[src/rtl/dst_wb_pkg.sv]
// Shared types for the blitter destination write-back unit: FSM states,
// nybble mask encodings, FIFO entry layout and the nybble merge helper.
package dst_wb_pkg;

    localparam int unsigned ADDR_MAX_W = 32;

    typedef enum logic [1:0] {
        S_IDLE,
        S_REQ,
        S_READ,
        S_WRITE
    } wb_state_t;

    localparam logic [1:0] NM_NONE = 2'b00;
    localparam logic [1:0] NM_LO   = 2'b01;
    localparam logic [1:0] NM_HI   = 2'b10;
    localparam logic [1:0] NM_BYTE = 2'b11;

    typedef struct packed {
        logic [ADDR_MAX_W-1:0] addr;
        logic [7:0]            data;
        logic [1:0]            nmask;
    } wb_entry_t;

    // Enabled nybbles come from the new data, the rest from the captured read.
    function automatic logic [7:0] nyb_merge(input logic [7:0] data,
                                             input logic [7:0] cap,
                                             input logic [1:0] nmask);
        return {nmask[1] ? data[7:4] : cap[7:4],
                nmask[0] ? data[3:0] : cap[3:0]};
    endfunction

endpackage

[src/rtl/dst_wb_fifo.sv]
// Strict-order write buffer; exposes the head entry and the one behind it
// so the parent can chain accesses without a bus-idle cycle.
module dst_wb_fifo
    import dst_wb_pkg::*;
#(
    parameter int unsigned DEPTH = 2
) (
    input  logic                   clk,
    input  logic                   rst,
    input  logic                   push,
    input  wb_entry_t              wr_entry,
    input  logic                   pop,
    output logic [$clog2(DEPTH):0] count,
    output wb_entry_t              head,
    output wb_entry_t              head_next
);

    localparam int unsigned PTR_W = $clog2(DEPTH);
    localparam int unsigned CNT_W = PTR_W + 1;

    wb_entry_t        mem [DEPTH];
    logic [PTR_W-1:0] wr_ptr;
    logic [PTR_W-1:0] rd_ptr;

    // Pointers wrap naturally because DEPTH is a power of two.
    always_ff @(posedge clk or posedge rst) begin
        if (rst) begin
            wr_ptr <= '0;
            rd_ptr <= '0;
            count  <= '0;
        end else begin
            if (push) wr_ptr <= wr_ptr + PTR_W'(1);
            if (pop)  rd_ptr <= rd_ptr + PTR_W'(1);
            case ({push, pop})
                2'b10:   count <= count + CNT_W'(1);
                2'b01:   count <= count - CNT_W'(1);
                default: count <= count;
            endcase
        end
    end

    always_ff @(posedge clk) begin
        if (push) mem[wr_ptr] <= wr_entry;
    end

    assign head      = mem[rd_ptr];
    assign head_next = mem[rd_ptr + PTR_W'(1)];

endmodule

[src/rtl/dst_writeback.sv]
// Blitter destination write-back: buffers destination bytes and writes them
// to memory under bus request/grant, using read-modify-write for nybble masks.
module dst_writeback
    import dst_wb_pkg::*;
#(
    parameter int unsigned ADDR_W      = 20,
    parameter int unsigned DEPTH       = 2,
    parameter int unsigned WAIT_CYCLES = 1
) (
    input  logic              MasterClock,
    input  logic              Reset,
    input  logic              WR_REQ,
    input  logic [ADDR_W-1:0] WR_ADDR,
    input  logic [7:0]        WR_DATA,
    input  logic [1:0]        WR_NMASK,
    output logic              WR_RDY,
    output logic              IDLE,
    output logic              MEM_BREQ,
    input  logic              MEM_BGNT,
    output logic [ADDR_W-1:0] MEM_A,
    output logic [7:0]        MEM_DOUT,
    input  logic [7:0]        MEM_DIN,
    output logic              MEM_RD,
    output logic              MEM_WR,
    input  logic              MEM_WAIT
);

    localparam int unsigned CNT_W = $clog2(DEPTH) + 1;
    localparam int unsigned WC_W  = (WAIT_CYCLES > 0) ? $clog2(WAIT_CYCLES + 1) : 1;

    wb_state_t         state_q, state_d;
    logic [WC_W-1:0]   wait_q, wait_d;
    logic [7:0]        cap_q;
    logic [CNT_W-1:0]  count;
    wb_entry_t         head, head_next, wr_entry, cur;
    logic              push, pop, strobe_q, strobe_d, last;
    logic [7:0]        cap_src;
    logic              breq_d, rd_d, wr_d;
    logic [ADDR_W-1:0] a_d;
    logic [7:0]        dout_d;

    function automatic wb_state_t access_state(input logic [1:0] nmask);
        case (nmask)
            NM_LO, NM_HI: return S_READ;
            NM_BYTE:      return S_WRITE;
            default:      return S_IDLE;
        endcase
    endfunction

    assign WR_RDY   = (count < CNT_W'(DEPTH)) && !Reset;
    assign IDLE     = (count == '0) && (state_q == S_IDLE);
    assign push     = WR_REQ && WR_RDY;
    assign wr_entry = '{addr: ADDR_MAX_W'(WR_ADDR), data: WR_DATA, nmask: WR_NMASK};

    dst_wb_fifo #(.DEPTH(DEPTH)) u_fifo (
        .clk       (MasterClock),
        .rst       (Reset),
        .push      (push),
        .wr_entry  (wr_entry),
        .pop       (pop),
        .count     (count),
        .head      (head),
        .head_next (head_next)
    );

    // Next state plus next values of every registered bus output.
    always_comb begin
        state_d  = state_q;
        wait_d   = wait_q;
        pop      = 1'b0;
        cur      = head;
        cap_src  = cap_q;
        strobe_q = (state_q == S_READ) || (state_q == S_WRITE);
        last     = strobe_q && (wait_q == '0) && !MEM_WAIT;

        if (strobe_q && (wait_q != '0)) wait_d = wait_q - WC_W'(1);

        case (state_q)
            S_IDLE: begin
                if (count != '0) begin
                    if (head.nmask == NM_NONE) pop = 1'b1;
                    else                       state_d = S_REQ;
                end
            end
            S_REQ: begin
                if (MEM_BGNT) state_d = access_state(head.nmask);
            end
            S_READ: begin
                if (last) begin
                    state_d = S_WRITE;
                    cap_src = MEM_DIN;
                end
            end
            S_WRITE: begin
                if (last) begin
                    pop = 1'b1;
                    cur = head_next;
                    // Chain into the next entry while still owning the bus.
                    if ((count > CNT_W'(1)) && (head_next.nmask != NM_NONE))
                        state_d = MEM_BGNT ? access_state(head_next.nmask) : S_REQ;
                    else
                        state_d = S_IDLE;
                end
            end
            default: state_d = S_IDLE;
        endcase

        strobe_d = (state_d == S_READ) || (state_d == S_WRITE);
        if (strobe_d && (!strobe_q || last)) wait_d = WC_W'(WAIT_CYCLES);

        breq_d = (state_d != S_IDLE);
        rd_d   = (state_d == S_READ);
        wr_d   = (state_d == S_WRITE);
        a_d    = strobe_d ? ADDR_W'(cur.addr) : '0;
        dout_d = wr_d ? nyb_merge(cur.data, cap_src, cur.nmask) : '0;
    end

    always_ff @(posedge MasterClock or posedge Reset) begin
        if (Reset) begin
            state_q  <= S_IDLE;
            wait_q   <= '0;
            cap_q    <= '0;
            MEM_BREQ <= 1'b0;
            MEM_RD   <= 1'b0;
            MEM_WR   <= 1'b0;
            MEM_A    <= '0;
            MEM_DOUT <= '0;
        end else begin
            state_q  <= state_d;
            wait_q   <= wait_d;
            if ((state_q == S_READ) && last) cap_q <= MEM_DIN;
            MEM_BREQ <= breq_d;
            MEM_RD   <= rd_d;
            MEM_WR   <= wr_d;
            MEM_A    <= a_d;
            MEM_DOUT <= dout_d;
        end
    end

endmodule

[config.mk]
export PLATFORM = sky130hd
export DESIGN_NAME = dst_writeback
export DESIGN_NICKNAME = d
export VERILOG_FILES = /design/src/rtl/dst_wb_pkg.sv /design/src/rtl/dst_wb_fifo.sv /design/src/rtl/dst_writeback.sv
export SDC_FILE = /design/constraint.sdc
export NUM_CORES = 1
export LEC_CHECK = 0
export BUFFER_PORTS_ARGS = -buffer_cell sky130_fd_sc_hd__buf_2
export CAP_MARGIN = 20
export CORE_MARGIN = 3
export CORE_UTILIZATION = 35
export CTS_CLUSTER_DIAMETER = 120
export DETAILED_ROUTE_END_ITERATION = 8
export GPL_TIMING_DRIVEN = 0
export PLACE_DENSITY = 0.6
export RECOVER_POWER = 25
export SYNTH_ARGS = -nofsm -noshare
export SYNTH_HDL_FRONTEND = slang
export SYNTH_SLANG_ARGS = --single-unit
[constraint.sdc]
create_clock -name MasterClock -period 2.7 [get_ports MasterClock]
set_input_delay 0 -clock MasterClock [delete_from_list [all_inputs] [get_ports MasterClock]]
set_output_delay 0 -clock MasterClock [all_outputs]
set_load 0.005 [all_outputs]
Word-level counts from Yosys, hierarchy flattened
Memory sizes are Yosys's and may differ from the RTL's.
Index checks and enable logic that the tools add are counted.
- register bits after elaboration: 46
- memory bits (writable): 60
- input port bits: 43
- output and inout port bits: 33
- logic and storage cells: 85
- memories kept: 1
- memory list (memory ; words ; bits a word ; read ports ; clocked after memory_dff ; wr ports ; RTL line ; source):
    u_fifo.mem ; 2 ; 30 ; 2 ; 0 ; 1 ; dst_wb_fifo.sv:21 ; wb_entry_t mem [DEPTH];
- add/sub/neg operators: 5
- magnitude comparators: 2
- equal/unequal tests: 13
- mux-type cells: 27
- bitwise operators: 1
- reduce and logical (&&, ||, !) cells: 25
- operators with widths (kind ; number):
    $mux W30 ; 2
    $mux W8 ; 3
    $mux W20 ; 1
    $eq A2 B2 Y1 const B ; 9
    $mux W2 ; 7
    $pmux W2 S2 ; 3
    $reduce_bool A2 Y1 ; 5
    $logic_and A1 B1 Y1 ; 9
    $eq A2 B1 Y1 const B ; 4
    $mux W4 ; 2
    $pmux W2 S4 ; 1
    $mux W1 ; 7
    $logic_not A2 Y1 ; 3
    $reduce_or A2 Y1 ; 2
    $logic_not A1 Y1 ; 3
    $logic_or A1 B1 Y1 ; 3
    $add A1 B1 Y1 const B ; 2
    $add A2 B1 Y2 const B ; 1
    $gt A2 B1 Y1 const B ; 1
    $lt A2 B2 Y1 const B ; 1
    $pmux W1 S2 ; 1
    $sub A2 B1 Y2 const B ; 1
    $not A1 Y1 ; 1
    $sub A1 B1 Y1 const B ; 1

Longest topological paths before layout
Gate-level depths: netlist of run 1.
An unclocked memory read counts as a cell.
- depth after elaboration: 13
- depth in mapped cells: 8
- mapped depth without buffers: 7

Hierarchy
Synthesis of run 1 repeated with hierarchy kept, for this count alone.
- cells, all modules: 415
- area total of the unflattened synthesis: 5919.4 um^2
- by module, submodules not included (module ; times used ; cells an instance ; area an instance (um^2) ; sequential area each (um^2)):
    dst_wb_fifo ; 1 ; 192 ; 3724.8 ; 2622.5
    dst_writeback ; 1 ; 223 ; 2194.6 ; 1051.0

Least setup slack after synthesis of run 1
No wires, ideal clock.
- kind: flip-flop to flip-flop
- start point: reg u_fifo.count[1]
- end point: mem u_fifo.mem[0][0] (netlist bit) (enable)
- setup time: 0.417 ns
- arrival time: 1.976 ns
- required time: 2.283 ns
- slack: 0.307 ns
- stages on the path, launching flop included: 4
- path buffers: 0
- clock period less this slack: 2.393 ns
- cells stage by stage: dfrtp_1 > nor2_1 > nand2_1 > nor2_1
- longest elaborated chain between the ends: 5
- RTL lines (what ; RTL line ; source):
    start, declared ; dst_wb_fifo.sv:13 ; output logic [$clog2(DEPTH):0] count,
    start signal, assigned ; dst_wb_fifo.sv:35 ; 2'b10: count <= count + CNT_W'(1);
    start signal, assigned ; dst_wb_fifo.sv:36 ; 2'b01: count <= count - CNT_W'(1);
    start signal, assigned ; dst_wb_fifo.sv:37 ; default: count <= count;
    $lt A2 B2 Y1 ; dst_writeback.sv:50 ; assign WR_RDY = (count < CNT_W'(DEPTH)) && !Reset;
    $logic_and A1 B1 Y1 ; dst_writeback.sv:50 ;
    named net WR_RDY ; dst_writeback.sv:16 ; output logic WR_RDY,
    $logic_and A1 B1 Y1 ; dst_writeback.sv:52 ; assign push = WR_REQ && WR_RDY;
    $mux W1 ; dst_wb_fifo.sv:43 ; if (push) mem[wr_ptr] <= wr_entry;
    $mux W1 (implied by the code) ; dst_wb_fifo.sv:43 ;
    end, declared ; dst_wb_fifo.sv:21 ;
The timed path passes the listed nets, and every way through them passes these cells.

Final worst setup path of run 1
- start point: reg state_q[0]
- end point: reg MEM_DOUT[5]
- longest elaborated chain between the ends: 8
- elaborated cells on any way between the ends: 20
- those cells by class: 4 x eq/ne; 12 x mux; 4 x reduce/logical
- RTL lines (what ; RTL line ; source):
    start, declared ; dst_writeback.sv:31 ; wb_state_t state_q, state_d;
    start signal, assigned ; dst_writeback.sv:129 ; state_q <= state_d;
    $eq A2 B2 Y1 ; dst_writeback.sv:73, dst_writeback.sv:78 ;
    $logic_or A1 B1 Y1 ; dst_writeback.sv:73 ; strobe_q = (state_q == S_READ) || (state_q == S_WRITE);
    $logic_and A1 B1 Y1 (2 in series) ; dst_writeback.sv:74 ; last = strobe_q && (wait_q == '0) && !MEM_WAIT;
    $mux W2, or another cell as far along ; dst_writeback.sv:95 ; if (last) begin
    $pmux W2 S4, or another cell as far along ; dst_writeback.sv:78 ; case (state_q)
    $eq A2 B2 Y1 / $mux W4 (equally long branches) ; dst_writeback.sv:113, dst_wb_pkg.sv:29 ;
    $mux W8 (*) ; dst_writeback.sv:115 ; dout_d = wr_d ? nyb_merge(cur.data, cap_src, cur.nmask) : '0;
    named net dout_d[5] ; dst_writeback.sv:40 ; logic [7:0] dout_d;
    end signal, assigned ; dst_writeback.sv:136 ; MEM_DOUT <= dout_d;
    end, declared ; dst_writeback.sv:21 ; output logic [7:0] MEM_DOUT,
Mark *: on every way through the listed nets, which the timed path passes. The rest lies on a longest branch.
A chain may end at the register's enable or synchronous reset.

==> results.tsv, run 1 <==
stage	metric	value	unit
global_route	Most Used Layer, Global Route	met2	
cells_and_area	Final Non-Filler Cells	576	
sta	setup violators final	0	
synthesis	Post-Synthesis Cells	300	
routing	Post-DRT Antenna Nets	0	
placement	dpl hpwl	5.62	mm
routing	DR WL/cell	14.2	um
synthesis	Yosys reg bits	106	
routing	vias	2632	
global_route	Remaining Overflow, GRT	0	
synthesis	Post-Syn Nets	351	
global_route	met3 track demand over resource	3.00	%
clock_tree	CTS buffer count	9	
setup_path	Setup crit end kind	flop	
run_status	status	finished, final reports clean	
floorplanning	initial core utilization	36.0	%
pwr	VDD IR max	0.454	mV
cells_and_area	Filler cells	1056	
global_route	vias in the first global route	2707	
routing	DRC viols	0	
clock_tree	CTS root buf	clkbuf_16	
synthesis	sequential share of the synthesized area	71.3	%
setup_path	Crit path required time	2.90	ns
setup_path	Critical R2R Launch	state_q[0]$_DFF_PP0_	
synthesis	Ys Warns	0	
global_route	met2 Resource Use GR	21.7	%
global_route	antenna violations before repair	0	
global_route	All-Layer GR Usage	13.2	%
pwr	PwrDens	990	mW/mm2
sta	timing-limited maximum frequency	0.438	GHz
clock_tree	clk_lat worst skew	0.34	ns
global_route	first-pass GRT wire length	13.3	mm
placement	input/output buffers	75	
cells_and_area	Finished Core Util	47.5	%
clock_tree	CTS tree	built	
sta	Max Slew Vio Count	0	
sta	fin crit share	84.6	%
routing	drt pass-1 iters	4	
floorplanning	Core Region	0.0115	mm2
global_route	met1 usage	16.9	%
flow_run	max_cap viols	0	
floorplanning	IO Pins	76	
setup_path	Setup crit start kind	flop	
routing	final wirelength	8.18	mm
routing	Via density	4.57	
clock_tree	worst-case clock buffer depth	2	
cells_and_area	Diodes inserted	0	
setup_path	crit path launch	state_q[0]$_DFF_PP0_	
sta	Final Hold Viols	0	
clock_tree	Setup Buffers After CTS	0	
synthesis	Syn Area/Cell	13.8	um2
cells_and_area	Reg area	0.00295	mm2
sta	unrepaired setup endpoints after global routing	false	
floorplanning	die height	115	um
setup_path	CP Class	reg2reg	
clock_tree	number of clock sinks	106	
sta	final worst path period need	2.28	ns
worst_hold_path	worst hold start	WR_REQ	
placement	GPL Wtd Cong	0.745	
pwr	Leak Pwr	2.26	nW
cells_and_area	share of layout cells above drive strength 1	24.0	%
cells_and_area	P&R area growth vs syn	32.1	%
global_route	pin count of the biggest net entering global routing	37	
setup_path	CP arrival	2.48	ns
clock_tree	Worst-path clk slew	0.06	ns
synthesis	synthesized cell area	0.00414	mm2
cells_and_area	Layout Nets	479	
floorplanning	die area	0.0132	mm2
setup_path	crit-path max FO	9	
floorplanning	FP Rows	39	
sta	Slew headroom	48.5	%
sta	worst slew pin tran	0.772	ns
worst_hold_path	HP Class	in2reg	
cells_and_area	area of the multi-input gates	0.00112	mm2
synthesis	synth unique cells	35	
routing	initial DRC count	104	
placement	placed cells	520	
floorplanning	Die Wd	115	um
clock_tree	H-tree depth	3	
sta	Layout Skew	0.00637	ns
==> Yosys cell counts <==
library cell,count,area share (%)
or4b_4,1,0.33
inv_1,11,1.0
nand2b_1,18,2.7
mux2_2,8,2.2
and2_1,1,0.15
nand2_1,47,4.3
o31ai_1,1,0.18
o32ai_1,1,0.21
a2111o_1,1,0.27
o21ai_0,4,0.48
xnor2_1,6,1.3
a211oi_1,1,0.18
nor2_1,8,0.72
a21oi_2,5,1.1
clkbuf_1,8,0.72
a21oi_1,25,3.0
o2111ai_2,1,0.36
nor2b_1,4,0.60
nand2_4,1,0.27
o22a_2,1,0.24
dfrtp_1,46,28
nor3b_2,1,0.30
buf_6,2,0.54
o211ai_1,19,3.4
nor3_1,2,0.24
o211ai_2,1,0.30
ha_1,8,2.4
a31oi_1,1,0.15
nor3b_1,1,0.18
and3_1,2,0.30
edfxtp_1,60,43
buf_2,1,0.12
or2_2,1,0.15
o21a_1,1,0.18
nand3b_1,1,0.18
==> worst paths after layout <==
path	to	slack, ns	cells after the start
worst max-delay path	MEM_DOUT[5]$_DFF_PP0_	0.42	6
worst min-delay path	u_fifo.wr_ptr$_DFFE_PP0P_	0.04	3
worst max register to register	MEM_DOUT[5]$_DFF_PP0_	0.42	6
worst min register to register	MEM_A[4]$_DFF_PP0_	0.51	2
max in group asynchronous	MEM_DOUT[3]$_DFF_PP0_	1.92	4
min in group asynchronous	u_fifo.count[0]$_DFFE_PP0P_	0.23	3
==> where the power goes <==
group          leakage [nW]  switching, W  total [W]  internal [W]
logic                 0.966       0.00107    0.00181      0.000744
registers              1.13      0.000138    0.00223       0.00210
clock network         0.157      0.000537    0.00137      0.000834
==> repair_timing <==
item | CTS | global route
setup endpoints to repair | 0 | 1
resized for setup | 0 | 2
hold endpoints to repair | 115 | 0
hold buffers | 40 | 0
==> state kept, by name, summed over array words and instances (netlist names) <==
signal         cells
u_fifo.mem        60
MEM_A             20
MEM_DOUT           8
cap_q              8
state_q            2
u_fifo.count       2
MEM_BREQ           1
MEM_RD             1
MEM_WR             1
u_fifo.rd_ptr      1
u_fifo.wr_ptr      1
wait_q             1
==> logic make-up after synthesis <==
kind of cell	after synthesis	synth area share, %
fa+ha+maj	8	2.42
simple gates	88	10.4
buf+inv	22	2.39
mux	8	2.17
flops	106	71.3
xor+xnor	6	1.27
compound gates	62	10.1
==> area by class of cell <==
| cell class | instances | share of cell area (%) |
|---|---|---|
| plain buffers | 11 | 1.05 |
| clock buffers | 11 | 4.44 |
| clock inverters | 5 | 1.42 |
| inverters | 11 | 0.754 |
| multi-input cells | 172 | 20.4 |
| flip-flops and latches | 106 | 54.0 |
| well taps | 143 | 3.27 |
| repair buffers | 117 | 14.7 |
==> per-stage QoR <==
stage	area [um2]	power (W)	setup slack (ns)	hold WS, ns	setup TNS (ns)
5_1_grt	5470	0.00580	0.236	0.0872	0
4_1_cts	5480	0.00549	0.207	0.0299	0
2_1_floorplan	4140	0.00346	0.307	0.0388	0
3_5_place_dp	4750	0.00406	0.216	-0.0415	0
3_3_place_gp	4700	0.00400	-0.587	0.190	-17.57
6_report	5470	0.00542	0.417	0.0433	0
==> worst max-delay path, stage by stage, from the launching register on <==
cell	delay [ns]
dfrtp_1	0.44
inv_1	0.15
ha_1	0.25
nor3b_2	0.60
mux2_2	0.43
o211ai_1	0.17
a21oi_1	0.10
==> cells in the final DEF, fill, tap and decap left out, types with 4 or more instances in the layout <==
cell / count
o21ai_0: 4
dfrtp_1: 46
nand2b_1: 18
nand2_1: 47
edfxtp_1: 60
nor2b_1: 4
nor2_1: 7
xnor2_1: 4
a21oi_1: 25
clkbuf_1: 23
mux2_2: 8
clkbuf_16: 9
dlygate4sd3_1: 40
a21oi_2: 5
buf_2: 60
ha_1: 8
o211ai_1: 19
inv_1: 11
==> layer usage <==
metal / part of all wire (%) / up-vias
met5: 0 / -
met4: 2.2 / 0
met3: 4.0 / 12
met2: 49 / 62
met1: 45 / 1237
li1: - / 1321
(Power assumes the default switching activity.)
==> run 2, diff against run 1 <==
clock period = 2.2 ns   (was 2.7 ns; I/O delays follow)
==> run 2 against run 1 <==
Utilization increased by 0.99 points. Sequential power grew 23%. Sequential cell count stayed put. First-iteration DRC count increased by 15%. Final cell count increased by 1.0%. Routed wire length rose by 2.6%. Sequential share of layout area shrank 1.1 points. Clock skew fell by 0.0014 ns. Design area increased by 2.1%. Critical path depth grew 1.
==> results.tsv, run 2 (synthesis gave the netlist of run 1 again) <==
stage	metric	value	unit
setup_path	worst setup path end	MEM_A[16]$_DFF_PP0_	
global_route	All-Layer GR Usage	13.3	%
global_route	first-pass GRT wire length	13.4	mm
clock_tree	worst-case clock buffer depth	2	
sta	worst hold slack	0.0327	ns
placement	input/output buffers	75	
clock_tree	CTS buffer count	9	
sta	Max Slew Vio Count	0	
clock_tree	number of clock sinks	106	
cells_and_area	Reg with most FFs	u_fifo.mem	
cells_and_area	Largest regs	u_fifo.mem: 60 flops, MEM_A: 20 flops	
cells_and_area	most common cell after layout, fill and taps aside	edfxtp_1	
routing	DRC viols	0	
clock_tree	Worst-path clk slew	0.07	ns
floorplanning	Core Region	0.0115	mm2
sta	Slew headroom	48.7	%
clock_tree	clk_lat worst skew	0.34	ns
setup_path	Setup crit end kind	flop	
cells_and_area	Filler cells	1043	
routing	Post-DRT Antenna Nets	0	
setup_path	Reg2Reg Depth	7	
setup_path	Setup crit start kind	flop	
setup_path	crit-path max FO	10	
sta	setup_tns	0	ns
setup_path	CP arrival	2.35	ns
sta	Final Hold Viols	0	
placement	dpl hpwl	5.62	mm
sta	fin crit share	94.8	%
setup_path	Critical R2R Launch	u_fifo.count[0]$_DFFE_PP0P_	
routing	vias	2676	
clock_tree	CTS tree	built	
sta	unrepaired setup endpoints after global routing	false	
cells_and_area	design area	0.00559	mm2
cells_and_area	Finished Core Util	48.5	%
floorplanning	IO Pins	76	
routing	DR WL/cell	14.4	um
routing	final wirelength	8.39	mm
clock_tree	H-tree depth	3	
floorplanning	die height	115	um
run_status	status	finished, final reports clean	
cells_and_area	Diodes inserted	0	
setup_path	Crit path required time	2.46	ns
routing	initial DRC count	120	
routing	Via density	4.60	
floorplanning	FP Rows	39	
worst_hold_path	HP Class	in2reg	
cells_and_area	most frequent cells in the layout	60 x edfxtp_1, 58 x buf_2, 47 x nand2_1, 46 x dfrtp_1, 39 x dlygate4sd3_1	
flow_run	max_cap viols	0	
placement	Placed Area	0.00475	mm2
cells_and_area	share of layout cells above drive strength 1	25.3	%
cells_and_area	P&R area growth vs syn	34.8	%
floorplanning	initial core utilization	36.0	%
sta	setup violators final	0	
sta	Layout Skew	0.00500	ns
setup_path	worst reg-to-reg setup slack	0.11	ns
routing	drt pass-1 iters	4	
pwr	Leak Pwr	2.29	nW
sta	timing-limited maximum frequency	0.479	GHz
global_route	antenna violations before repair	0	
cells_and_area	Layout Nets	485	
placement	GPL Wtd Cong	0.753	
pwr	VDD IR max	0.475	mV
setup_path	crit path launch	u_fifo.count[0]$_DFFE_PP0P_	
sta	final worst path period need	2.09	ns
global_route	pin count of the biggest net entering global routing	39	
cells_and_area	max reg flops	60	
pwr	PwrDens	1240	mW/mm2
setup_path	CP Class	reg2reg	
floorplanning	die area	0.0132	mm2
sta	worst slew pin tran	0.769	ns
global_route	Remaining Overflow, GRT	0	
setup_path	Reg-to-Reg End	MEM_A[16]$_DFF_PP0_	
floorplanning	Die Wd	115	um
clock_tree	CTS root buf	clkbuf_16	
worst_hold_path	worst hold start	MEM_WAIT	
global_route	vias in the first global route	2749	
[run 2: routing by layer]
metal | vias to the layer above | part of all wire [%] | track usage [%]
met5 | - | 0 | 0
met4 | 0 | 1.7 | 5.40
met3 | 10 | 4.0 | 3.21
met2 | 64 | 50 | 22.8
met1 | 1272 | 44 | 16.1
li1 | 1330 | - | -
[run 2: critical path, cell delays in order (launching register included)]
cell       delay, ns
dfrtp_1         0.40
ha_1            0.20
or4b_4          0.53
a2111o_1        0.34
o2111ai_4       0.15
nand2_4         0.11
buf_6           0.16
a21oi_1         0.12
[run 2: report_power, final]
part	total [W]	leakage [nW]	switching, W	internal [W]
logic	0.00252	1.01	0.00141	0.00111
clock network	0.00167	0.147	0.000669	0.00100
registers	0.00274	1.13	0.000170	0.00257
total	0.00693	2.29	0.00225	0.00468
[run 2: what timing repair did]
item                       CTS  global route
setup buffers                2             5
gates resized for setup      9             4
pin swaps                    1             3
hold endpoints to repair   114             0
setup endpoints to repair   29            29
hold buffers                39             0
[run 2: metrics by stage]
| stage | setup slack (ns) | power [W] | std cells |
|---|---|---|---|
| 3_5_place_dp | -0.381 | 0.00500 | 520 |
| 6_report | 0.114 | 0.00693 | 582 |
| 3_3_place_gp | -0.236 | 0.00491 | 518 |
| 4_1_cts | 0.00842 | 0.00689 | 577 |
| 2_1_floorplan | 0.171 | 0.00425 | 300 |
| 5_1_grt | 0.0172 | 0.00742 | 582 |
[run 2: cell type report]
class | count | area [um2] | area share (%)
clock buffer | 12 | 236 | 4.23
sequential | 106 | 2950 | 52.9
tap | 143 | 179 | 3.20
clock inverter | 4 | 76.3 | 1.37
inverter | 11 | 41.3 | 0.739
timing repair buffer | 123 | 868 | 15.5
buffer | 11 | 62.6 | 1.12
multi-input combinational | 172 | 1170 | 20.9
[run 2: worst min path at each step]
stage	to	slack, ns	depth (start not counted)
floorplan	WR_RDY	0.04	1
global placement	u_fifo.mem[0][23]$_DFFE_PP_	0.19	1
detailed placement	u_fifo.count[0]$_DFFE_PP0P_	-0.06	2
CTS	wait_q$_DFFE_PP0P_	0.02	3
global route	wait_q$_DFFE_PP0P_	0.06	3
finish	wait_q$_DFFE_PP0P_	0.03	3
==> run 3, diff against run 2 <==
PLACE_DENSITY = 0.62   (was 0.6)
clock period = 1.7 ns   (was 2.2 ns; I/O delays follow)
==> run 3 against run 2 <==
Combinational power up 42%. Register-to-register slack lost 0.43 ns. First-iteration DRC count decreased by 15%. Largest power group is now combinational logic. Utilization rose by 1.6 points. Via count is 0.82% higher. Sequential share of layout area fell by 1.7 points. Clock skew increased by 0.0014 ns. The flow now finishes with violations (setup timing). Total power grew 37%. Clock-buffer cell count shrank 1. Maximum frequency increased by 3.7%. Sequential cell count did not move. Worst setup slack got worse by 0.43 ns.
==> results.tsv, run 3 (synthesis gave the netlist of run 1 again) <==
stage	metric	value	unit
worst_hold_path	worst hold start	MEM_WAIT	
cells_and_area	most common cell after layout, fill and taps aside	edfxtp_1	
global_route	met2 Resource Use GR	24.4	%
setup_path	worst path cell trace	inv_1 -> ha_2 -> or4b_4 -> a2111o_1 -> o2111ai_4 -> nand2_4 -> buf_6 -> a21oi_1	
cells_and_area	Finished Core Util	50.1	%
flow_run	max_cap viols	0	
setup_path	Setup crit start kind	flop	
setup_path	Slowest-stage cell, CP	or4b_4	
global_route	All-Layer GR Usage	14.0	%
sta	Setup WS post-layout	-0.312	ns
floorplanning	Die Wd	115	um
run_status	violated checks	setup timing	
global_route	first-pass GRT wire length	14.0	mm
routing	Post-DRT Antenna Nets	0	
floorplanning	die area	0.0132	mm2
global_route	met1 usage	17.0	%
sta	fin crit share	118	%
pwr	Clock power frac	24.4	%
floorplanning	Core Region	0.0115	mm2
setup_path	Reg-to-Reg End	MEM_A[16]$_DFF_PP0_	
setup_path	CP Class	reg2reg	
clock_tree	Worst-path clk slew	0.07	ns
routing	drt pass-1 iters	4	
floorplanning	FP Rows	39	
setup_path	Crit path required time	1.96	ns
global_route	antenna violations before repair	0	
worst_hold_path	hold-critical path endpoint	wait_q$_DFFE_PP0P_	
pwr	Design Power	0.00948	W
cells_and_area	max reg flops	60	
floorplanning	initial core utilization	36.0	%
global_route	met3 track demand over resource	2.21	%
sta	worst slew pin tran	0.466	ns
global_route	Most Used Layer, Global Route	met2	
sta	Max Slew Vio Count	0	
routing	initial DRC count	102	
placement	input/output buffers	75	
routing	final wirelength	8.84	mm
clock_tree	CTS buffer count	9	
sta	setup_tns	-9.09	ns
routing	DRC viols	0	
sta	final worst path period need	2.01	ns
pwr	switching pwr	0.00313	W
clock_tree	number of clock sinks	106	
setup_path	Critical R2R Launch	u_fifo.count[1]$_DFFE_PP0P_	
sta	unrepaired setup endpoints after global routing	true	
setup_path	Setup crit end kind	flop	
clock_tree	CTS tree	built	
setup_path	CP arrival	2.28	ns
sta	setup violators final	34	
global_route	vias in the first global route	2802	
worst_hold_path	HP Class	in2reg	
routing	DR WL/cell	15.0	um
pwr	Leak Pwr	2.35	nW
clock_tree	H-tree depth	3	
routing	vias	2698	
setup_path	Worst path max stage delay	0.52	ns
pwr	PwrDens	1640	mW/mm2
cells_and_area	Layout Nets	493	
pwr	logic gate share of total power	37.9	%
sta	Final Hold Viols	0	
clock_tree	clk_lat worst skew	0.34	ns
cells_and_area	share of layout cells above drive strength 1	33.6	%
cells_and_area	Final Non-Filler Cells	590	
cells_and_area	P&R area growth vs syn	39.3	%
setup_path	worst reg-to-reg setup slack	-0.31	ns
cells_and_area	most frequent cells in the layout	60 x edfxtp_1, 58 x buf_2, 45 x nand2_1, 44 x dfrtp_1, 39 x dlygate4sd3_1	
placement	GPL Wtd Cong	0.791	
pwr	VDD IR max	0.578	mV
sta	Slew headroom	68.9	%
pwr	Sw Share	33.0	%
cells_and_area	Diodes inserted	0	
floorplanning	IO Pins	76	
sta	timing-limited maximum frequency	0.497	GHz
global_route	pin count of the biggest net entering global routing	38	
sta	Layout Skew	0.00641	ns
sta	worst hold slack	0.0435	ns
placement	dpl hpwl	5.67	mm
cells_and_area	Reg with most FFs	u_fifo.mem	
placement	placed cells	519	
pwr	share of power burned in registers	37.7	%
cells_and_area	Largest regs	u_fifo.mem: 60 flops, MEM_A: 20 flops	
routing	Via density	4.57	
setup_path	Reg2Reg Depth	8	
global_route	Remaining Overflow, GRT	0	
worst_hold_path	hold depth	3	
floorplanning	die height	115	um
run_status	status	complete, but fails checks	
setup_path	crit-path max FO	10	
pwr	internal power consumption	0.00636	W
clock_tree	worst-case clock buffer depth	2	
clock_tree	CTS root buf	clkbuf_16	
-- run 3: cell type report --
cell class | count | area [um2]
Multi-Input combinational cell | 173 | 1280
Clock buffer | 11 | 233
Clock inverter | 5 | 104
Fill cell | 1000 | 5740
Buffer | 10 | 65.1
Inverter | 11 | 41.3
Timing Repair Buffer | 131 | 911
Sequential cell | 106 | 2960
Tap cell | 143 | 179
-- run 3: critical path: cells and delay by family (launching register included) --
| kind | cells | cell delay (ns) |
|---|---|---|
| and+or+nand+nor | 2 | 0.64 |
| buffers and inverters | 2 | 0.23 |
| adders and majority gates | 1 | 0.16 |
| DFF | 1 | 0.35 |
| AOI/OAI and AO/OA | 3 | 0.56 |
-- run 3: worst max path at each step --
stage | start | to | slack [ns] | cells past startpoint
after global placement | state_q[1]$_DFF_PP0_ | MEM_A[7]$_DFF_PP0_ | -0.50 | 6
after CTS | u_fifo.count[1]$_DFFE_PP0P_ | MEM_A[6]$_DFF_PP0_ | -0.34 | 8
after detailed placement | state_q[1]$_DFF_PP0_ | MEM_A[7]$_DFF_PP0_ | -0.55 | 6
after global routing | u_fifo.count[0]$_DFFE_PP0P_ | MEM_A[6]$_DFF_PP0_ | -0.41 | 7
after floorplan | u_fifo.count[1]$_DFFE_PP0P_ | MEM_DOUT[0]$_DFF_PP0_ | -0.19 | 7
final | u_fifo.count[1]$_DFFE_PP0P_ | MEM_A[16]$_DFF_PP0_ | -0.31 | 8
-- run 3: timing repair --
| item | in CTS | in global routing |
|---|---|---|
| gates resized for setup | 26 | 13 |
| pin swaps | 9 | 5 |
| buffers inserted | 14 | 2 |
| endpoints found under the hold margin | 114 | 0 |
| hold buffers | 39 | 0 |
| setup endpoints to repair | 74 | 51 |
| cloned | 1 | 0 |
-- run 3: through the flow --
stage	area, um2	worst slack, ns
2_1_floorplan	4200	-0.191
3_3_place_gp	4750	-0.495
3_5_place_dp	4770	-0.553
4_1_cts	5720	-0.335
5_1_grt	5770	-0.412
6_report	5770	-0.312
-- run 3: power groups by stage --
stage | Combinational (W) | Clock (W) | Sequential, W
CTS | 0.00348 | 0.00238 | 0.00359
floorplan | 0.00203 | 0 | 0.00358
detailed placement | 0.00294 | 0 | 0.00361
global placement | 0.00285 | 0 | 0.00360
finish | 0.00359 | 0.00232 | 0.00358
global route | 0.00398 | 0.00249 | 0.00363
-- run 3: per-layer routing --
layer | routed length [um] | share of wire [%]
met1 | 3880 | 44
met2 | 4540 | 51
met3 | 198 | 2.2
met4 | 212 | 2.4
met5 | 0 | 0
